`src/rtl/clk_div_multi.sv`:
```
// clk_div_multi
//   Multi-channel programmable tick / clock-enable generator. Each channel
//   has its own counter, divisor D and mode. Pulse mode produces a
//   one-cycle-high output with period D. Square mode produces an output that
//   is high for floor(D/2) cycles and low for ceil(D/2) cycles. Divisor and
//   mode updates are taken over a valid/ready port into a per-channel shadow
//   register. They are applied only at that channel's wrap, or on the next
//   edge while the channel is disabled, so an output period is never cut short.
//
// Parameters
//   CHANNELS     number of independent channels (>=1)
//   WIDTH        counter/divisor width
//   DEFAULT_DIV  divisor loaded into every channel at reset (>=2)
//
// Ports
//   clk        system clock, rising edge
//   rst        asynchronous, active-high reset
//   en         per-channel run enable
//   cfg_valid  config request valid
//   cfg_ready  config request accepted when cfg_valid && cfg_ready
//   cfg_ch     target channel; out-of-range index is always ready and ignored
//   cfg_div    requested divisor (values below 2 are treated as 2)
//   cfg_mode   requested mode: 0 = pulse, 1 = square
//   out        per-channel registered output
//   sync       global restart of all enabled channels (only with CLK_DIV_SYNC_EN)
//
// Build option
//   CLK_DIV_SYNC_EN  adds the sync port. On an edge where sync=1, every enabled
//                    channel restarts: the counter clears, any pending update is
//                    applied, and the output takes the mode's restart level.
//                    No tick is emitted on that edge.

module clk_div_multi #(
  parameter int CHANNELS    = 4,
  parameter int WIDTH       = 32,
  parameter int DEFAULT_DIV = 50_000_000,
  localparam int CH_W       = (CHANNELS > 1) ? $clog2(CHANNELS) : 1
) (
  input  logic                clk,
  input  logic                rst,
  input  logic [CHANNELS-1:0] en,
  input  logic                cfg_valid,
  output logic                cfg_ready,
  input  logic [CH_W-1:0]     cfg_ch,
  input  logic [WIDTH-1:0]    cfg_div,
  input  logic                cfg_mode,
  output logic [CHANNELS-1:0] out
`ifdef CLK_DIV_SYNC_EN
  ,
  input  logic                sync
`endif
);

  localparam logic [WIDTH-1:0] DIV_MIN  = WIDTH'(2);
  localparam logic [WIDTH-1:0] DIV_RST  = WIDTH'(DEFAULT_DIV);
  localparam logic [WIDTH-1:0] ONE      = WIDTH'(1);

  logic [WIDTH-1:0]    cnt_q     [CHANNELS];
  logic [WIDTH-1:0]    cnt_d     [CHANNELS];
  logic [WIDTH-1:0]    div_q     [CHANNELS];
  logic [WIDTH-1:0]    div_d     [CHANNELS];
  logic [WIDTH-1:0]    shd_div_q [CHANNELS];
  logic [WIDTH-1:0]    shd_div_d [CHANNELS];
  logic [CHANNELS-1:0] mode_q, mode_d;
  logic [CHANNELS-1:0] shd_mode_q, shd_mode_d;
  logic [CHANNELS-1:0] pend_q, pend_d;
  logic [CHANNELS-1:0] out_q, out_d;

  logic [CHANNELS-1:0] accept;
  logic [CHANNELS-1:0] wrap;
  logic [CHANNELS-1:0] half;
  logic [CHANNELS-1:0] restart;
  logic [CHANNELS-1:0] apply;
  logic [WIDTH-1:0]    cfg_div_clamped;

  // Clamping is done once at acceptance, so stored divisors are always >=2.
  // That keeps D-1 and (D>>1)-1 from underflowing.
  assign cfg_div_clamped = (cfg_div < DIV_MIN) ? DIV_MIN : cfg_div;

  // Ready depends only on the addressed channel's pending flag. Any index that
  // matches no channel leaves ready at 1 and the request is dropped.
  always_comb begin
    cfg_ready = 1'b1;
    for (int i = 0; i < CHANNELS; i++) begin
      if (cfg_ch == CH_W'(i)) cfg_ready = !pend_q[i];
    end
  end

  always_comb begin
    accept  = '0;
    wrap    = '0;
    half    = '0;
    restart = '0;
    apply   = '0;
    for (int i = 0; i < CHANNELS; i++) begin
      cnt_d[i]      = cnt_q[i];
      div_d[i]      = div_q[i];
      shd_div_d[i]  = shd_div_q[i];
      mode_d[i]     = mode_q[i];
      shd_mode_d[i] = shd_mode_q[i];
      pend_d[i]     = pend_q[i];
      out_d[i]      = out_q[i];

      accept[i] = cfg_valid && cfg_ready && (cfg_ch == CH_W'(i));
      wrap[i]   = (cnt_q[i] == div_q[i] - ONE);
      half[i]   = (cnt_q[i] == (div_q[i] >> 1) - ONE);
`ifdef CLK_DIV_SYNC_EN
      restart[i] = sync && en[i];
`endif

      if (!en[i]) begin
        cnt_d[i] = '0;
        out_d[i] = 1'b0;
        apply[i] = pend_q[i];
      end else if (restart[i]) begin
        // Restart takes priority over a natural wrap in the same cycle.
        // The restart level follows whichever mode will govern the new period.
        cnt_d[i] = '0;
        apply[i] = pend_q[i];
        out_d[i] = pend_q[i] ? shd_mode_q[i] : mode_q[i];
      end else if (wrap[i]) begin
        cnt_d[i] = '0;
        out_d[i] = 1'b1;
        apply[i] = pend_q[i];
      end else begin
        cnt_d[i] = cnt_q[i] + ONE;
        if (!mode_q[i] || half[i]) out_d[i] = 1'b0;
      end

      // accept needs pend_q=0 and apply needs pend_q=1, so they never collide.
      // An update accepted on a wrap edge therefore waits for the following wrap.
      if (apply[i]) begin
        div_d[i]  = shd_div_q[i];
        mode_d[i] = shd_mode_q[i];
        pend_d[i] = 1'b0;
      end
      if (accept[i]) begin
        shd_div_d[i]  = cfg_div_clamped;
        shd_mode_d[i] = cfg_mode;
        pend_d[i]     = 1'b1;
      end
    end
  end

  always_ff @(posedge clk or posedge rst) begin
    if (rst) begin
      for (int i = 0; i < CHANNELS; i++) begin
        cnt_q[i]     <= '0;
        div_q[i]     <= DIV_RST;
        shd_div_q[i] <= DIV_RST;
      end
      mode_q     <= '0;
      shd_mode_q <= '0;
      pend_q     <= '0;
      out_q      <= '0;
    end else begin
      for (int i = 0; i < CHANNELS; i++) begin
        cnt_q[i]     <= cnt_d[i];
        div_q[i]     <= div_d[i];
        shd_div_q[i] <= shd_div_d[i];
      end
      mode_q     <= mode_d;
      shd_mode_q <= shd_mode_d;
      pend_q     <= pend_d;
      out_q      <= out_d;
    end
  end

  assign out = out_q;

endmodule
```
`config.mk`:
```
export PLATFORM = sky130hd
export DESIGN_NAME = clk_div_multi
export DESIGN_NICKNAME = d
export VERILOG_FILES = /design/src/rtl/clk_div_multi.sv
export SDC_FILE = /design/constraint.sdc
export NUM_CORES = 1
export LEC_CHECK = 0
export CAP_MARGIN = 25
export CORE_MARGIN = 3
export CORE_UTILIZATION = 55
export CTS_BUF_LIST = sky130_fd_sc_hd__clkbuf_4 sky130_fd_sc_hd__clkbuf_8
export DETAILED_ROUTE_END_ITERATION = 7
export DONT_BUFFER_PORTS = 1
export PLACE_DENSITY_LB_ADDON = 0.12
export SLEW_MARGIN = 20
export SYNTH_ARGS = -nofsm -noshare
export SYNTH_HDL_FRONTEND = slang
export SYNTH_SLANG_ARGS = --single-unit
```
`constraint.sdc`:
```
create_clock -name clk -period 15.7 [get_ports clk]
set_input_delay 1.57 -clock clk [delete_from_list [all_inputs] [get_ports clk]]
set_output_delay 1.57 -clock clk [all_outputs]
set_load 0.02 [all_outputs]
```
==> metrics.yaml, run 1 <==
final_cell_mix: "dfrtp_1 (304), nor2_1 (274), xnor2_1 (273), nand2_1 (215), xor2_1 (180)"
yosys_warnings: 0
ctsLongestPathBuffers: 3
critPathTopFamily: "simple AND/OR/NAND/NOR gates"
seqPwrFrac: 0.425
clk_latency_ps: 660
synth_edf_count: 0
initial_core_util: 0.5608
cts_resized: 0
crit_buf_inv: 2
yosysSeqAreaShare: 0.4049
r2r_cells: 11
vdd_drop_max_mv: 0.1012
hold_violations: 0
layout-drive-gt1-share: 0.1581
yosys_most_used_dff: "dfrtp_1"
viasPerCell: 6.026
clock-root-buffer: "clkbuf_8"
core-area_sq_um: 44610
dieHeight_um: 219.3
r2r_end: "div_q[94]"
met3_usage: 0.07713
clkTransAtPathRegs_ps: 60
grt_pass1_vias: 18610
hold_buffers: 0
intPower_w: 0.002556
nFillCells: 3908
cp.depth: 11
setup_viol: 0
placed_area_sq_um: 25220
rsz0062_at_grt: "false"
use_met2: 0.4480
crit_required_ps: 16240
maxCapViolations: 0
end_kind: "flip-flop"
top_usage_layer: "met2"
fin_skew_ps: 13.30
grt_max_degree: 93
numPortBuffers: 0
tritoncts: "built"
use_met1: 0.3750
cp_max_fo: 22
synth_seq_cells: 400
firstDrtPassIters: 5
final_common_cell: "dfrtp_1"
drt-total-wl_um: 67170
globalRouteOverflowTotal: 0
slew_violations: 0
clock_power_share: 0.245
stdcell_area_sq_um: 26780
min_period_over_period: 0.3070
grtUsageTotal: 0.2800
rr_startpoint: "div_q[65]"
cp.arrival_ps: 5360
regToRegSetupSlack_ps: 10880
htreeDepth: 3
p_total_w: 0.004161
switching_power_w: 0.001605
drc: 0
cts.sinks: 400
fin_nets: 2578
postCtsSetupBuffers: 0
worst_slew_pin_slew_ps: 1092
finalCriticalPeriod_ps: 4820
startpoint: "div_q[65]"
pwr-share-comb: 0.330
slowest_stage: "or4b_2"
critical_path_class: "flip-flop to flip-flop"
syn_area_sq_um: 25020
avgSynthCellArea_sq_um: 9.526
cpPeakStageDelay_ps: 690
area_growth_pct: 7.047
drt_iter0_markers: 1405
critPathCapture: "div_q[94]"
antenna_found_initial: 3
leakagePower_nw: 10.52
globalplace.congestion: 0.9269
synthCells: 2626
drtAntennaViolNets: 0
cts_buffers: 69
maxSlewHeadroom: 0.2656
status: "complete, no violations"
pwr_density_cell_nw_per_um2: 155.4
num_io_pins: 47
sw_frac_of_total: 0.3857
syn-num-nets: 2680
synth_cell_types: 83
min_path_type: "flip-flop to flip-flop"
dieArea_sq_um: 48080
vias: 19130
path_cells: "inv_1, ha_1, or4b_1, nand4bb_1, or3_1, or4b_2, a32oi_1, nand4_1, a21oi_4, buf_16, mux2_2"
max_freq_mhz: 207.5
die_width_um: 219.3
grt_pass1_wl_um: 105700
startpoint_type: "flip-flop"
rows: 77
wl_per_cell_um: 21.16
async_reset_ff_frac: 1.000
hpwl_um: 49680
tns_ps: 0
==> per-stage QoR <==
step / hold slack (ps) / utilization / instances / worst slack (ps)
6_report: 457.8 / 0.6003 / 3175 / 10880
3_3_place_gp: 447.6 / 0.5641 / 3041 / 10850
2_1_floorplan: 437.6 / - / 2626 / 3164
3_5_place_dp: 449.9 / 0.5653 / 3043 / 10960
5_1_grt: 475.7 / 0.6002 / 3172 / 10620
4_1_cts: 459.5 / 0.5991 / 3170 / 10930
==> power by group through the flow <==
stage / combinational (W) / sequential (W) / clock, W
after floorplan: 0.00130 / 0.00146 / 0
after CTS: 0.00136 / 0.00176 / 0.00105
after global placement: 0.00134 / 0.00177 / 0
final: 0.00137 / 0.00177 / 0.00102
after detailed placement: 0.00135 / 0.00178 / 0
after global routing: 0.00152 / 0.00181 / 0.00110
==> cells in the mapped netlist (16+ instances only) <==
cell type | number | area, sq um
a21oi_1 | 41 | 205.2
and3_1 | 49 | 306.5
clkbuf_1 | 160 | 600.6
dfrtp_1 | 304 | 7607
dfstp_2 | 96 | 2522
inv_1 | 41 | 153.9
mux2_1 | 115 | 1295
mux2_2 | 114 | 1284
mux2i_1 | 19 | 190.2
nand2_1 | 216 | 810.8
nand3_1 | 106 | 530.5
nand4_1 | 61 | 381.6
nor2_1 | 274 | 1028
nor3_1 | 72 | 360.4
nor4_1 | 77 | 481.7
nor4b_1 | 16 | 140.1
o21ai_0 | 46 | 230.2
or3_1 | 29 | 181.4
or4_1 | 24 | 180.2
xnor2_1 | 273 | 2391
xor2_1 | 180 | 1577
==> logic make-up (layout without fill, tap and decap cells) <==
group                    count (synthesis)  count (layout)  share of synthesized area
buffers and inverters                  240             194                    0.03926
multiplexers                           249             249                     0.1116
other                                    0               3                          0
AO/OA/AOI/OAI                          241             241                    0.06797
AND/OR/NAND/NOR                       1031            1031                     0.2117
flip-flops                             400             400                     0.4049
adder cells (fa/ha/maj)                 12              12                   0.006002
XOR/XNOR                               453             453                     0.1586
==> metal layers <==
metal | vias to the layer above | share of wire
li1 | 9027 | -
met1 | 9449 | 0.44
met2 | 552 | 0.46
met4 | 0 | 0.022
met5 | - | 0
met3 | 105 | 0.075
==> how the worst min path moves through the flow <==
stage             startpoint       endpoint  slack (ps)  depth (start not counted)
6_report       shd_div_q[46]  shd_div_q[46]         460                          2
5_1_grt        shd_div_q[44]  shd_div_q[44]         480                          2
4_1_cts        shd_div_q[49]  shd_div_q[49]         460                          2
3_5_place_dp   shd_div_q[39]  shd_div_q[39]         450                          2
3_3_place_gp   shd_div_q[39]  shd_div_q[39]         450                          2
2_1_floorplan  shd_div_q[39]  shd_div_q[39]         440                          2
==> flip-flops by register name (all words and copies together) (netlist names) <==
signal,flops
out,4
pend_q,4
shd_div_q,128
shd_mode_q,4
div_q,128
cnt_q,128
mode_q,4
==> worst min-delay path, cell delays in order, from the launching register on <==
cell	delay [ps]
dfstp_2	370
nand2_1	50
nand2_1	40
==> cell type report <==
class                           instances  area [sq um]  share of cell area
Clock inverter                         11         108.9            0.004065
Multi-Input combinational cell       1986         13970              0.5218
Timing Repair Buffer                   26         262.8            0.009812
Tap cell                              592         740.7             0.02766
Antenna cell                            3         7.507           0.0002803
Sequential cell                       400         10130              0.3783
Clock buffer                          116          1396             0.05214
Inverter                               41         161.4            0.006027
Power figures use the tool's default switching activity.
==> inputs of run 2 (changes only) <==
clock period = 4.89 ns   (was 15.7 ns; I/O delays follow)
==> metrics.yaml, run 2 (synthesized netlist as in run 1, its figures left out) <==
pwr-share-comb: 0.331
viasPerCell: 6.060
instances_no_fill: 3231
vdd_drop_max_mv: 0.3397
seqPwrFrac: 0.416
rows: 77
pwr_density_cell_nw_per_um2: 499.8
intPower_w: 0.008399
layout-drive-gt1-share: 0.1580
slowest_stage: "or4b_4"
critical_path_class: "flip-flop to flip-flop"
grtUsageTotal: 0.2947
drtAntennaViolNets: 0
grt_max_degree: 134
fin_hold_ws_ps: 189.6
clock-root-buffer: "clkbuf_8"
fin_nets: 2623
sw_frac_of_total: 0.3847
area_growth_pct: 9.178
cp.arrival_ps: 4840
min_period_over_period: 0.8826
setup_slack_ps: 574.1
rsz0062_at_grt: "false"
drc: 0
num_io_pins: 47
antenna_found_initial: 12
die_width_um: 219.3
htreeDepth: 3
maxSlewHeadroom: 0.2990
cp.depth: 11
crit_required_ps: 5410
finalCriticalPeriod_ps: 4316
top_regs: "cnt_q x128, div_q x128, shd_div_q x128"
clock_power_share: 0.253
numPortBuffers: 0
ctsLongestPathBuffers: 3
maxCapViolations: 0
grt_pass1_wl_um: 110600
final_common_cell: "dfrtp_1"
dieArea_sq_um: 48080
dieHeight_um: 219.3
stdcell_area_sq_um: 27310
clk_latency_ps: 650
r2r_cells: 11
drt_iter0_markers: 1665
initial_core_util: 0.5608
critPathTopFamily: "simple AND/OR/NAND/NOR gates"
clkTransAtPathRegs_ps: 60
final_cell_mix: "dfrtp_1 (304), nor2_1 (274), xnor2_1 (273), nand2_1 (216), xor2_1 (180)"
setup_viol: 0
final_util: 0.6123
hpwl_um: 49300
cts.sinks: 400
status: "complete, no violations"
end_kind: "flip-flop"
crit_buf_inv: 2
worst_slew_pin_slew_ps: 1041
firstDrtPassIters: 5
globalRouteOverflowTotal: 0
leakagePower_nw: 10.74
switching_power_w: 0.005251
tritoncts: "built"
hold_violations: 0
dp_cells: 3052
vias: 19580
hold_path_depth: 2
startpoint_type: "flip-flop"
cts_buffers: 70
globalplace.congestion: 0.9525
cp_max_fo: 33
grt_pass1_vias: 19120
placed_area_sq_um: 25320
path_cells: "inv_1, ha_1, nor4b_2, nand4_1, nor3_1, xnor2_1, o2111ai_1, or4b_4, o41ai_4, buf_4, mux2_2"
min_path_type: "input port to flip-flop"
core-area_sq_um: 44610
fin_skew_ps: 24.25
cpPeakStageDelay_ps: 610
drt-total-wl_um: 70290
slew_violations: 0
pre_cts_ws_ps: 658.8
wl_per_cell_um: 21.75
max_freq_mhz: 231.7
[run 2: cell count changes in the layout (fill, tap and decap cells not counted), moves of 2 or more]
cell and change:
buf_12 +5, buf_16 -2, buf_4 +6, buf_6 -2
bufinv_16 +3, clkbuf_4 -8, clkbuf_8 +4, clkinv_2 +6
clkinvlp_4 +2, diode_2 +10, dlygate4sd3_1 +37, inv_6 -2
inv_8 -3
[run 2: power by group through the flow]
stage / logic, W / registers, W / clock network (W)
after global placement: 0.00429 / 0.00568 / 0
after global routing: 0.00498 / 0.00581 / 0.00370
after CTS: 0.00446 / 0.00567 / 0.00355
after floorplan: 0.00418 / 0.00467 / 0
after detailed placement: 0.00436 / 0.00572 / 0
final: 0.00451 / 0.00568 / 0.00345
[run 2: final timing paths]
check,from,endpoint,slack [ps]
setup / recovery,div_q[33],div_q[62],570
hold / removal,en[1],cnt_q[66],190
setup reg to reg,div_q[33],div_q[62],570
hold reg to reg,shd_div_q[45],shd_div_q[45],460
max in group asynchronous,rst,shd_div_q[91],3650
min in group asynchronous,rst,shd_div_q[31],570
[run 2: timing repair]
item                                   CTS  global route
resized for setup                        0             0
setup endpoints to repair                0             0
hold buffers                            37             0
setup buffers                            0             0
endpoints found under the hold margin  201             0
[run 2: cell type report]
class | count | area, sq um
Fill cell | 3812 | 17290
Multi-Input combinational cell | 1986 | 13960
Sequential cell | 400 | 10130
Timing Repair Buffer | 70 | 700.7
Antenna cell | 13 | 32.53
Clock inverter | 17 | 196.4
Inverter | 41 | 157.7
Clock buffer | 112 | 1391
Tap cell | 592 | 740.7
[run 2: stage by stage]
| stage | setup TNS [ps] | power, W |
|---|---|---|
| after floorplan | -275540 | 0.008850 |
| after global routing | 0 | 0.01449 |
| after detailed placement | 0 | 0.01008 |
| after global placement | 0 | 0.009978 |
| after CTS | 0 | 0.01368 |
| final | 0 | 0.01365 |
[run 2: routing by layer]
layer / part of all wire / vias up / GRT usage
li1: - / 9118 / -
met1: 0.43 / 9696 / 0.3963
met2: 0.45 / 627 / 0.4673
met3: 0.088 / 130 / 0.09194
met4: 0.022 / 8 / 0.06870
met5: 0.00067 / - / 0
[run 2: worst register-to-register path: cells and delay by family, from the launching register on]
family	cells	cell delay (ps)
flip-flops	1	450
multiplexers	1	400
AO/OA/AOI/OAI	2	460
buffers and inverters	2	580
XOR/XNOR	1	170
AND/OR/NAND/NOR	4	1910
adder cells (fa/ha/maj)	1	230
